===== config.mk =====
export PLATFORM = sky130hd
export DESIGN_NAME = wave_reader
export DESIGN_NICKNAME = d
export VERILOG_FILES = /design/src/rtl/wave_pkg.sv /design/src/rtl/wave_lerp.sv /design/src/rtl/wave_reader.sv
export SDC_FILE = /design/constraint.sdc
export NUM_CORES = 1
export LEC_CHECK = 0
export BUFFER_PORTS_ARGS = -buffer_cell sky130_fd_sc_hd__buf_2
export CORE_MARGIN = 2
export CORE_UTILIZATION = 60
export CTS_CLUSTER_SIZE = 40
export DETAILED_ROUTE_END_ITERATION = 12
export MAX_ROUTING_LAYER = met4
export PLACE_DENSITY = 0.78
export SLEW_MARGIN = 10
export SYNTH_ARGS = -nofsm -noshare
export SYNTH_HDL_FRONTEND = slang
export SYNTH_HIERARCHICAL = 1
export SYNTH_SLANG_ARGS = --single-unit
export TNS_END_PERCENT = 50

===== constraint.sdc =====
create_clock -name i_clk -period 10.22 [get_ports i_clk]
set_input_delay 1.533 -clock i_clk [delete_from_list [all_inputs] [get_ports i_clk]]
set_output_delay 1.533 -clock i_clk [all_outputs]
set_load 0.02 [all_outputs]

===== src/rtl/wave_pkg.sv =====
// Shared types and default sizes for the wavetable reader.
package wave_pkg;

   localparam int PHASE_SIZE_DEF = 24;
   localparam int FRAC_SIZE_DEF  = 8;

   typedef enum logic [1:0] {
      IDLE,
      ISSUE,
      CAPTURE,
      OUT
   } state_t;

endpackage


===== src/rtl/wave_lerp.sv =====
// Combinational linear interpolation between two signed table samples.
// The result is d1 + floor((d2-d1)*frac / 2^FRAC_SIZE), wrapped to DATA_SIZE bits.
module wave_lerp #(
   parameter int DATA_SIZE = 8,
   parameter int FRAC_SIZE = 8
) (
   input  logic signed [DATA_SIZE-1:0] i_d1,
   input  logic signed [DATA_SIZE-1:0] i_d2,
   input  logic        [FRAC_SIZE-1:0] i_frac,
   output logic signed [DATA_SIZE-1:0] o_sample
);

   localparam int PROD_SIZE = DATA_SIZE + FRAC_SIZE + 2;

   logic signed [DATA_SIZE:0]   w_diff;
   logic signed [PROD_SIZE-1:0] w_diffExt;
   logic signed [PROD_SIZE-1:0] w_fracExt;
   logic signed [PROD_SIZE-1:0] w_prod;

   // The difference needs one extra bit so a full-scale swing cannot overflow.
   assign w_diff    = {i_d2[DATA_SIZE-1], i_d2} - {i_d1[DATA_SIZE-1], i_d1};

   // Both operands are widened to the product width so the multiply is exact.
   assign w_diffExt = {{(FRAC_SIZE+1){w_diff[DATA_SIZE]}}, w_diff};
   assign w_fracExt = {{(DATA_SIZE+2){1'b0}}, i_frac};
   assign w_prod    = w_diffExt * w_fracExt;

   // Arithmetic shift floors toward minus infinity; the sum wraps without saturation.
   assign o_sample  = i_d1 + DATA_SIZE'(w_prod >>> FRAC_SIZE);

endmodule


===== src/rtl/wave_reader.sv =====
// Phase-accumulating wavetable reader with linear interpolation and a
// valid/ready output. One sample is produced every three cycles: ISSUE
// presents the addresses, CAPTURE interpolates the returned table data,
// OUT holds the sample until it is accepted.
module wave_reader
   import wave_pkg::*;
#(
   parameter int ADDRESS_SIZE = 8,
   parameter int DATA_SIZE    = 8,
   parameter int PHASE_SIZE   = PHASE_SIZE_DEF,
   parameter int FRAC_SIZE    = FRAC_SIZE_DEF
) (
   input  logic                        i_clk,
   input  logic                        i_res,
   input  logic                        i_en,
   input  logic        [PHASE_SIZE-1:0] i_step,
   input  logic                        i_sync,
   output logic      [ADDRESS_SIZE-1:0] o_addr1,
   output logic      [ADDRESS_SIZE-1:0] o_addr2,
   input  logic signed  [DATA_SIZE-1:0] i_data1,
   input  logic signed  [DATA_SIZE-1:0] i_data2,
   output logic signed  [DATA_SIZE-1:0] o_sample,
   output logic                        o_valid,
   input  logic                        i_ready
);

   // PHASE_SIZE must be at least ADDRESS_SIZE + FRAC_SIZE so the fraction
   // field sits entirely below the address field.

   state_t                       r_state;
   state_t                       w_nextState;
   logic        [PHASE_SIZE-1:0] r_phase;
   logic         [FRAC_SIZE-1:0] r_frac;
   logic signed  [DATA_SIZE-1:0] r_sample;
   logic signed  [DATA_SIZE-1:0] w_lerp;
   logic                         w_issue;
   logic                         w_capture;

   assign o_addr1  = r_phase[PHASE_SIZE-1 -: ADDRESS_SIZE];
   assign o_addr2  = o_addr1 + ADDRESS_SIZE'(1);
   assign o_sample = r_sample;

   wave_lerp #(
      .DATA_SIZE (DATA_SIZE),
      .FRAC_SIZE (FRAC_SIZE)
   ) u_lerp (
      .i_d1     (i_data1),
      .i_d2     (i_data2),
      .i_frac   (r_frac),
      .o_sample (w_lerp)
   );

   // Next-state decode plus the per-state strobes and the valid flag.
   always_comb begin
      w_nextState = r_state;
      w_issue     = 1'b0;
      w_capture   = 1'b0;
      o_valid     = 1'b0;
      case (r_state)
         IDLE: begin
            if (i_en) w_nextState = ISSUE;
         end
         ISSUE: begin
            w_issue     = 1'b1;
            w_nextState = CAPTURE;
         end
         CAPTURE: begin
            w_capture   = 1'b1;
            w_nextState = OUT;
         end
         OUT: begin
            o_valid = 1'b1;
            if (i_ready) w_nextState = i_en ? ISSUE : IDLE;
         end
         default: w_nextState = IDLE;
      endcase
   end

   // State register.
   always_ff @(posedge i_clk) begin
      if (i_res) r_state <= IDLE;
      else       r_state <= w_nextState;
   end

   // Phase accumulator; a sync pulse clears it and beats the ISSUE increment.
   always_ff @(posedge i_clk) begin
      if (i_res)        r_phase <= '0;
      else if (i_sync)  r_phase <= '0;
      else if (w_issue) r_phase <= r_phase + i_step;
   end

   // Fraction is captured alongside the addresses so it matches the returned data.
   always_ff @(posedge i_clk) begin
      if (i_res)        r_frac <= '0;
      else if (w_issue) r_frac <= r_phase[PHASE_SIZE-ADDRESS_SIZE-1 -: FRAC_SIZE];
   end

   // Output sample register, loaded once per sample and held through OUT.
   always_ff @(posedge i_clk) begin
      if (i_res)          r_sample <= '0;
      else if (w_capture) r_sample <= w_lerp;
   end

endmodule


---- Word-level counts from Yosys, hierarchy flattened ----
Cells that the tools add are included.
storage, ports and cells
  memory bits (writable) .................. 0
  register bits ........................... 42
  input port bits ......................... 45
  latch bits .............................. 0
  memories ................................ 0
  ROM bits ................................ 0
  output and inout port bits .............. 25
  logic and storage cells ................. 24
operators by class
  multipliers ............................. 1
  order comparisons ....................... 0
  divide/modulo/power cells ............... 0
  equality and inequality tests ........... 5
  add/subtract/negate cells ............... 4
  shifts and indexed selects .............. 0
  bitwise operators ....................... 0
  reduce and logical (&&, ||, !) cells .... 3
  multiplexer cells ....................... 7
operators with widths
  operator                                                                number
  24-bit adder                                                            1
  9-bit by 9-bit multiplier with 16-bit output                            1
  8-bit by 8-bit subtractor with 9-bit output                             1
  8-bit by 1-bit adder with 8-bit output (second input constant)          1
  8-bit adder                                                             1
  2-bit one-hot mux with 4 select lines                                   1
  2-bit equality test (second input constant)                             2
  1-bit 2-to-1 mux                                                        4
  2-bit 2-to-1 mux                                                        2
  2-bit != test (second input constant)                                   2
  2-bit by 1-bit equality test with 1-bit output (second input constant)  1
  2-bit logical NOT                                                       1
  2-bit AND reduction                                                     1
  2-bit OR reduction                                                      1

---- Depth between registers and ports, before layout ----
Gate-level depths: netlist (run 1).
  word-level depth ........................ 3
  gate-level depth with buffers ........... 32
  depth with buffers taken out ............ 32

---- By module ----
The synthesis (run 1) kept the hierarchy.
by module, submodules not included
  module       sequential area each (um^2)  instances  area an instance (um^2)  cells an instance
  wave_reader  840.8                        1          3,166.8                  368
  wave_lerp    0.0                          1          3,049.2                  362

---- Worst setup path after synthesis (run 1) ----
No wires, ideal clock.
  path kind ............................... input to register
  start point ............................. input port i_data1[1]
  end point ............................... register r_sample[7] (netlist: o_sample[7])
  data arrival time ....................... 7.580 ns
  library setup time ...................... 0.127 ns
  slack ................................... 2.513 ns
  cell stages on the path ................. 32
  path buffers ............................ 0
  data required time ...................... 10.093 ns
  cells stage by stage .................... inv_1 -> ha_1 -> nor2b_1 -> o21ai_0 -> a21boi_0 -> o21ai_0 -> nor2b_1 -> xnor2_1 -> nand2_1 -> fa_1 -> inv_1 -> fa_1 -> inv_1 -> fa_1 -> fa_1 -> inv_1 -> ha_1 -> o21a_1 -> o21ai_0 -> o21ai_0 -> a21oi_1 -> o21bai_1 -> a21oi_2 -> xnor2_1 -> ha_1 -> nand2_1 -> o21ai_0 -> o41ai_1 -> xor2_1 -> xnor2_1 -> mux2i_1 -> nor2_1
on the way
  longest elaborated chain between the ends .. 3
RTL lines
  what                                          RTL line            RTL
  from (decl)                                   wave_reader.sv:20   input logic signed [DATA_SIZE-1:0] i_data1,
  8-bit by 8-bit subtractor with 9-bit output   wave_lerp.sv:21     assign w_diff = {i_d2[DATA_SIZE-1], i_d2} - {i_d1[DATA_SIZE-1], i_d1};
  9-bit by 9-bit multiplier with 16-bit output  wave_lerp.sv:26     assign w_prod = w_diffExt * w_fracExt;
  8-bit adder *                                 wave_lerp.sv:29     assign o_sample = i_d1 + DATA_SIZE'(w_prod >>> FRAC_SIZE);
  net w_lerp[7]                                 wave_reader.sv:35   logic signed [DATA_SIZE-1:0] w_lerp;
  to (signal assigned)                          wave_reader.sv:101  else if (w_capture) r_sample <= w_lerp;
  to (decl)                                     wave_reader.sv:34   logic signed [DATA_SIZE-1:0] r_sample;
Mark *: on every way through the listed nets, which the timed path passes. The rest lies on a longest branch.
A chain may end at the register's enable or synchronous reset.

---- Worst setup path after layout (run 1) ----
Same ends and word-level chain as after synthesis.

==> results by group, run 1 <==
Outcome
  • Result of the run: completed

Timing
  • Final Max Tran Viols: 0
  • Finish-stage setup viols: 0
  • Total negative setup slack: 0 ns
  • Fin Clk Skew: 0.00528 ns
  • Final hold slack: 0.498 ns
  • Highest Clock Rate: 121 MHz
  • Final critical-path share of the clock period: 81.0%
  • Hold violation total from the final report: 0
  • Crit path time final: a little over 8 ns
  • Slew at the pin closest to its max-slew limit: approximately 0.86 ns
  • Headroom to the max-slew limit: 42.3%
  • Setup repair after global routing missed its margin: no

Layout
  • Final instance count without filler cells: between 900 and 1000
  • Post-layout net count: roughly 950
  • Number of diodes: 0
  • Final design instance area without fill: 6620 um^2
  • Proportion of layout cells with a drive suffix above 1: 13.3%
  • Synthesis-to-finish area growth: 6.54%

Yosys
  • Yosys top cell area share: 18.4%
  • Post-synthesis sequential element count: 42
  • Most used standard cell by instance count after synthesis: inv_1
  • Post-synthesis area per instance: 8.52 um^2
  • Yosys warnings: 6
  • Synth Instances: 730
  • Cell area after synthesis: 6220 um^2
  • Proportion of register bits with asynchronous set or reset after synthesis: 0%
  • Predominant post-synthesis flop cell: dfxtp_1
  • Leading cell types by total area after synthesis: fa_1 (18%), ha_1 (14%), dfxtp_1 (14%)
  • Number of enable-type register cells in the synthesized netlist: 0
  • Synthesized Nets: 903
  • Leading cell types by count after synthesis: inv_1 (113), ha_1 (71), nand2_1 (69)
  • Register area share after synthesis: 13.5%
  • Cell taking the most area after synthesis: fa_1
  • Number of library cell types mapped by synthesis: 74

GRT
  • All-Layer GR Usage: between 20% and 30%
  • Initial antenna violation count: 0
  • Aggregate global routing overflow: 0
  • First-pass GRT wire length: 23800 um
  • Via count of the first global-routing pass: 5193
  • Maximum number of pins on one net before global-route repair: 36

Floorplan
  • Die area: 11200 um^2
  • Width of the chip: 106 um
  • Starting Density: 61.0%
  • Number of ports placed on the die boundary: 70
  • Area of the core: between 10000 and 15000 um^2
  • Y dimension of the die: 106 um
  • Site Rows: 37

Placed design
  • Final weighted congestion of routability-driven global placement: 0.957
  • Placed cells: 905
  • Count of port buffers added during placement: ~70
  • Post-place instance area: roughly 6500 um^2
  • Sum of net half-perimeters after detailed placement: 11600 um

Critical path
  • Slowest cell on crit path: fa_1
  • Critical Path Most Common Cell: o21ai_0
  • Worst Reg-to-Reg Cells: 22
  • Endpoint arrival time on the critical path: 8.46 ns
  • Delay contributed by the slowest stage of the critical path: roughly 0.57 ns
  • Largest driver fanout on the critical path: 8
  • Req. time, crit path: 10.40 ns
  • CP Class: in -> reg
  • Reg-to-reg slack, setup: 4.41 ns
  • Type of destination of the critical path: register
  • Beginning of the worst register-to-register path: r_frac[2]
  • Type of element launching the critical path: input pin
  • Capturing point of the worst reg2reg path: o_sample[7]

Clock network
  • Insertion delay to the later sink of the worst-skew pair: roughly 0.3 ns
  • Max clock buf depth: 2
  • Count of cells resized by post-cts repair: 0
  • Number of hold-repair buffers added at the cts stage: 0
  • H-tree levels: 2
  • Clock slew at the register clock pins of the worst setup and hold paths: 0.08 ns
  • TritonCTS clock tree: built
  • Setup bufs post-CTS: 0
  • Root Buffer: clkbuf_8
  • TritonCTS buffer count: 5
  • Clock tree sinks: 42

Drt
  • Number of vias per cell after detailed routing: 5.68
  • Number of nets with antenna violations after detailed routing: 0
  • DR iter-0 viols: 209
  • Routed wirelength normalized by instance count: approximately 16 um
  • Post-detailed-route DRC marker count: 0
  • Total iterations of the first detailed-routing run: 5
  • Vias: 5182
  • Drt total wl: 14300 um

Power and ir drop
  • Power density normalized to cell area: 108 nW/um^2
  • Power consumption: roughly 0.71 mW
  • Leakage: roughly 3.4 nW
  • Peak supply drop: 0.0000700 V

Min path
  • Worst hold path startpoint: r_phase[15]
  • Hold path endpoint: r_phase[15]
  • Min-delay worst type: reg -> reg
  • Worst Hold Path Cells: 2

Run
  • Max-cap violations: 0
[final cells by class]
class                   count  area (um^2)
multi-input cells         543         4750
fillers                   877         3560
flip-flops and latches     42          841
inverters                 113          424
repair buffers             71          360
well taps                 136          170
clock buffers               5         68.8
clock inverters             2         10.0
[state kept, by name (all words and copies together) (netlist names)]
name      cells
r_frac        8
o_sample      8
r_phase      24
r_state       2
[worst max-delay path: cells and delay by family]
family / cells / cell delay (ns)
fa+ha+maj: 7 / 2.91
compound gates: 11 / 1.96
xor+xnor: 4 / 0.98
buf+inv: 5 / 0.33
simple gates: 5 / 0.59
mux: 1 / 0.15
[stage by stage]
stage          util (%)  setup slack, ns
6_report           65.0             1.94
4_1_cts            65.0             1.97
3_3_place_gp       64.3             1.89
2_1_floorplan         -             2.51
5_1_grt            65.0             1.38
3_5_place_dp       64.3             1.69
[worst max path at each step]
stage / startpoint / slack (ns) / end
final: i_data1[1] / 1.94 / o_sample[7]
after global routing: i_data1[1] / 1.38 / o_sample[7]
after CTS: i_data1[1] / 1.97 / o_sample[7]
after detailed placement: i_data1[1] / 1.69 / o_sample[7]
after global placement: i_data1[1] / 1.89 / o_sample[7]
after floorplan: i_data1[1] / 2.51 / o_sample[7]
[cells by family after synthesis]
logic type,Yosys count,synth area share (%)
AO/OA/AOI/OAI,126,15.6
flip-flops,42,13.5
AND/OR/NAND/NOR,221,18.0
buffers and inverters,145,10.1
XOR/XNOR,42,5.92
multiplexers,26,4.19
adder cells (fa/ha/maj),128,32.6
[cell usage in the layout, fill, tap and decap left out, types with 3 or more instances in the layout]
cell type,instances
and3_1,9
dfxtp_1,42
ha_1,71
fa_1,57
nor2_1,44
o21ai_0,17
xnor2_1,32
a21oi_2,3
o21a_1,4
buf_2,69
xor2_1,10
a211oi_1,3
o21a_4,3
nand2b_1,6
a21o_1,13
o21ai_1,3
o21bai_1,4
nand4_1,7
or3_1,8
o211ai_1,3
and2b_1,5
nand3_1,24
inv_1,113
clkbuf_8,5
mux2i_1,26
nor3_1,7
and2_1,20
a21oi_1,35
a211o_1,4
nor2b_1,6
nand2_1,69
[per-layer routing]
metal	vias up	wire length, um	GRT usage (%)
met3	30	593	2.66
met4	0	390	9.12
met2	135	7350	47.8
met1	2500	5950	32.3
met5	-	0	-
li1	2517	-	-
[where the power goes]
part	total (mW)	switching, mW	internal (mW)
Clock	0.105	0.0592	0.0460
Sequential	0.209	0.0228	0.186
Combinational	0.400	0.244	0.156
No activity file was read; power rests on OpenSTA's default activity.
==> inputs of run 2 (changes only) <==
==> constraint.sdc (replaced) <==
create_clock -name i_clk -period 7.8 [get_ports i_clk]
set_input_delay 1.17 -clock i_clk [delete_from_list [all_inputs] [get_ports i_clk]]
set_output_delay 1.17 -clock i_clk [all_outputs]
set_load 0.02 [all_outputs]
==> run 2 against run 1 <==
  * Combinational power rose by 37%
  * Die area unchanged
  * Utilization increased by 2.1 points
  * Sequential power rose by 31%
  * Non-clock buffer count is 17 higher
  * Global-route usage is 1.4 points higher
  * Setup slack lost 1.6 ns
  * Via count grew 2.9%
  * Cell area increased by 3.2%
  * Clock skew grew 0.0074 ns
  * Largest power group unchanged
  * Highest routed layer unchanged
==> results by group, run 2 (synthesis gave the netlist of run 1 again) <==
Outcome
  • Result of the run: completed

Critical path
  • Endpoint arrival time on the critical path: 7.65 ns
  • Type of destination of the critical path: register
  • Largest driver fanout on the critical path: 7
  • Type of element launching the critical path: input pin
  • Delay contributed by the slowest stage of the critical path: 0.51 ns
  • Req. time, crit path: 8.04 ns
  • CP Class: in -> reg
  • Slowest cell on crit path: fa_1

Layout
  • Leading cell types in the layout, fill and taps excluded: inv_1 (112), ha_1 (71), nand2_1 (69), buf_2 (69), fa_1 (57)
  • Register name with the most flops: r_phase
  • Number of flip-flops under the largest register name: 24
  • Most common cell after layout, fill and taps aside: inv_1
  • Final instance count without filler cells: 930
  • Number of filler cells placed in the layout: 885
  • Number of diodes: 0
  • Post-layout net count: 966
  • Final design instance area without fill: 6830 um^2
  • Synthesis-to-finish area growth: 9.94%
  • Proportion of layout cells with a drive suffix above 1: 16.0%

Clock network
  • TritonCTS buffer count: 5
  • Root Buffer: clkbuf_8
  • Max clock buf depth: 2
  • Clock tree sinks: 42
  • TritonCTS clock tree: built
  • Insertion delay to the later sink of the worst-skew pair: 0.31 ns
  • Clock slew at the register clock pins of the worst setup and hold paths: 0.09 ns
  • H-tree levels: 2
  • Number of hold-repair buffers added at the cts stage: 0

Drt
  • Number of vias per cell after detailed routing: 5.73
  • Number of nets with antenna violations after detailed routing: 0
  • Total iterations of the first detailed-routing run: 5
  • Routed wirelength normalized by instance count: 16.1 um
  • DR iter-0 viols: 262
  • Drt total wl: approximately 15000 um
  • Vias: 5330
  • Post-detailed-route DRC marker count: 0

Timing
  • Final Max Tran Viols: 0
  • Slew at the pin closest to its max-slew limit: around 0.87 ns
  • Setup repair after global routing missed its margin: no
  • Final critical-path share of the clock period: 95.0%
  • Finish-stage setup viols: 0
  • Highest Clock Rate: 135 MHz
  • Fin Clk Skew: about 0.013 ns
  • Headroom to the max-slew limit: 41.4%
  • Hold violation total from the final report: 0
  • Total negative setup slack: 0 ns
  • Crit path time final: 7.41 ns

Power and ir drop
  • Comb power frac: 52.9%
  • Net switching share of the total power: between 40% and 50%
  • Peak supply drop: just under 0.0001 V
  • Power consumption: 1.03 mW
  • Pint: around 0.6 mW
  • Leakage: about 3.5 nW
  • Sequential group share of total power: 26.5%
  • Power density normalized to cell area: between 150 and 200 nW/um^2
  • Power spent charging and discharging nets: 0.441 mW
  • Clock network fraction of design power: 20.6%

GRT
  • Initial antenna violation count: 0
  • Aggregate global routing overflow: 0
  • First-pass GRT wire length: approximately 25000 um
  • Maximum number of pins on one net before global-route repair: 36
  • Via count of the first global-routing pass: ~5500
  • All-Layer GR Usage: 28.4%

Floorplan
  • Width of the chip: ~110 um
  • Area of the core: around 10000 um^2
  • Y dimension of the die: roughly 110 um
  • Die area: 11200 um^2
  • Number of ports placed on the die boundary: 70
  • Site Rows: 37
  • Starting Density: 61.0%

Placed design
  • Count of port buffers added during placement: roughly 70
  • Post-place instance area: about 6600 um^2
  • Sum of net half-perimeters after detailed placement: 11900 um
  • Placed cells: 917
  • Final weighted congestion of routability-driven global placement: 0.986

Min path
  • Min-delay worst type: reg -> reg

Run
  • Max-cap violations: 0
-- run 2: cell types whose count changed in the layout (fill, tap and decap cells not counted), moves of 2 or more --
cell / change
clkinv_2: -2
a21oi_2: +2
o21ai_1: +4
buf_4: +17
bufinv_16: +2
o21ai_0: -4
a21oi_1: -2
-- run 2: path summary, 6_finish.rpt --
kind / end / from / slack, ns / cells after the start
max: o_sample[7] / i_data1[1] / 0.39 / 32
min: o_sample[4] / o_sample[4] / 0.50 / 2
max reg2reg: o_sample[7] / r_frac[2] / 1.98 / 24
min reg2reg: o_sample[4] / o_sample[4] / 0.50 / 2
-- run 2: final cells by class --
cell class / count / area (um^2) / share of cell area [%]
clock buffers: 5 / 68.8 / 1.01
flip-flops and latches: 42 / 841 / 12.3
inverters: 113 / 424 / 6.21
well taps: 136 / 170 / 2.49
multi-input cells: 543 / 4770 / 69.8
clock inverters: 3 / 68.8 / 1.01
repair buffers: 88 / 488 / 7.14
-- run 2: routing by layer --
layer,track usage (%),routed length [um],vias to the layer above
met3,2.16,719,25
met5,-,0,-
met1,34.3,6070,2574
met2,50.4,7750,182
li1,-,-,2549
met4,9.49,396,0
-- run 2: critical path: cells and delay by family --
kind | cells | cell delay, ns
fa+ha+maj | 7 | 2.70
compound gates | 10 | 1.81
simple gates | 6 | 0.86
xor+xnor | 4 | 0.65
buf+inv | 4 | 0.39
mux | 1 | 0.09
-- run 2: timing repair --
item / in CTS / in global routing
gates resized for setup: 0 / 11
endpoints found under the setup margin: 0 / 2
buffers inserted: 0 / 5
-- run 2: stage by stage --
| stage | hold WS, ns | utilization, % | setup WS, ns |
|---|---|---|---|
| floorplan | 0.454 | - | 0.456 |
| global placement | 0.477 | 65.1 | 0.131 |
| global route | 0.532 | 67.1 | 0.0242 |
| detailed placement | 0.485 | 65.1 | -0.0960 |
| finish | 0.504 | 67.1 | 0.388 |
| CTS | 0.505 | 66.5 | 0.210 |
-- run 2: power groups by stage --
stage | clock, mW | combinational, mW | sequential [mW]
after floorplan | 0 | 0.409 | 0.277
after global placement | 0 | 0.512 | 0.276
after detailed placement | 0 | 0.530 | 0.278
final | 0.213 | 0.546 | 0.274
after global routing | 0.227 | 0.600 | 0.278
after CTS | 0.218 | 0.533 | 0.273
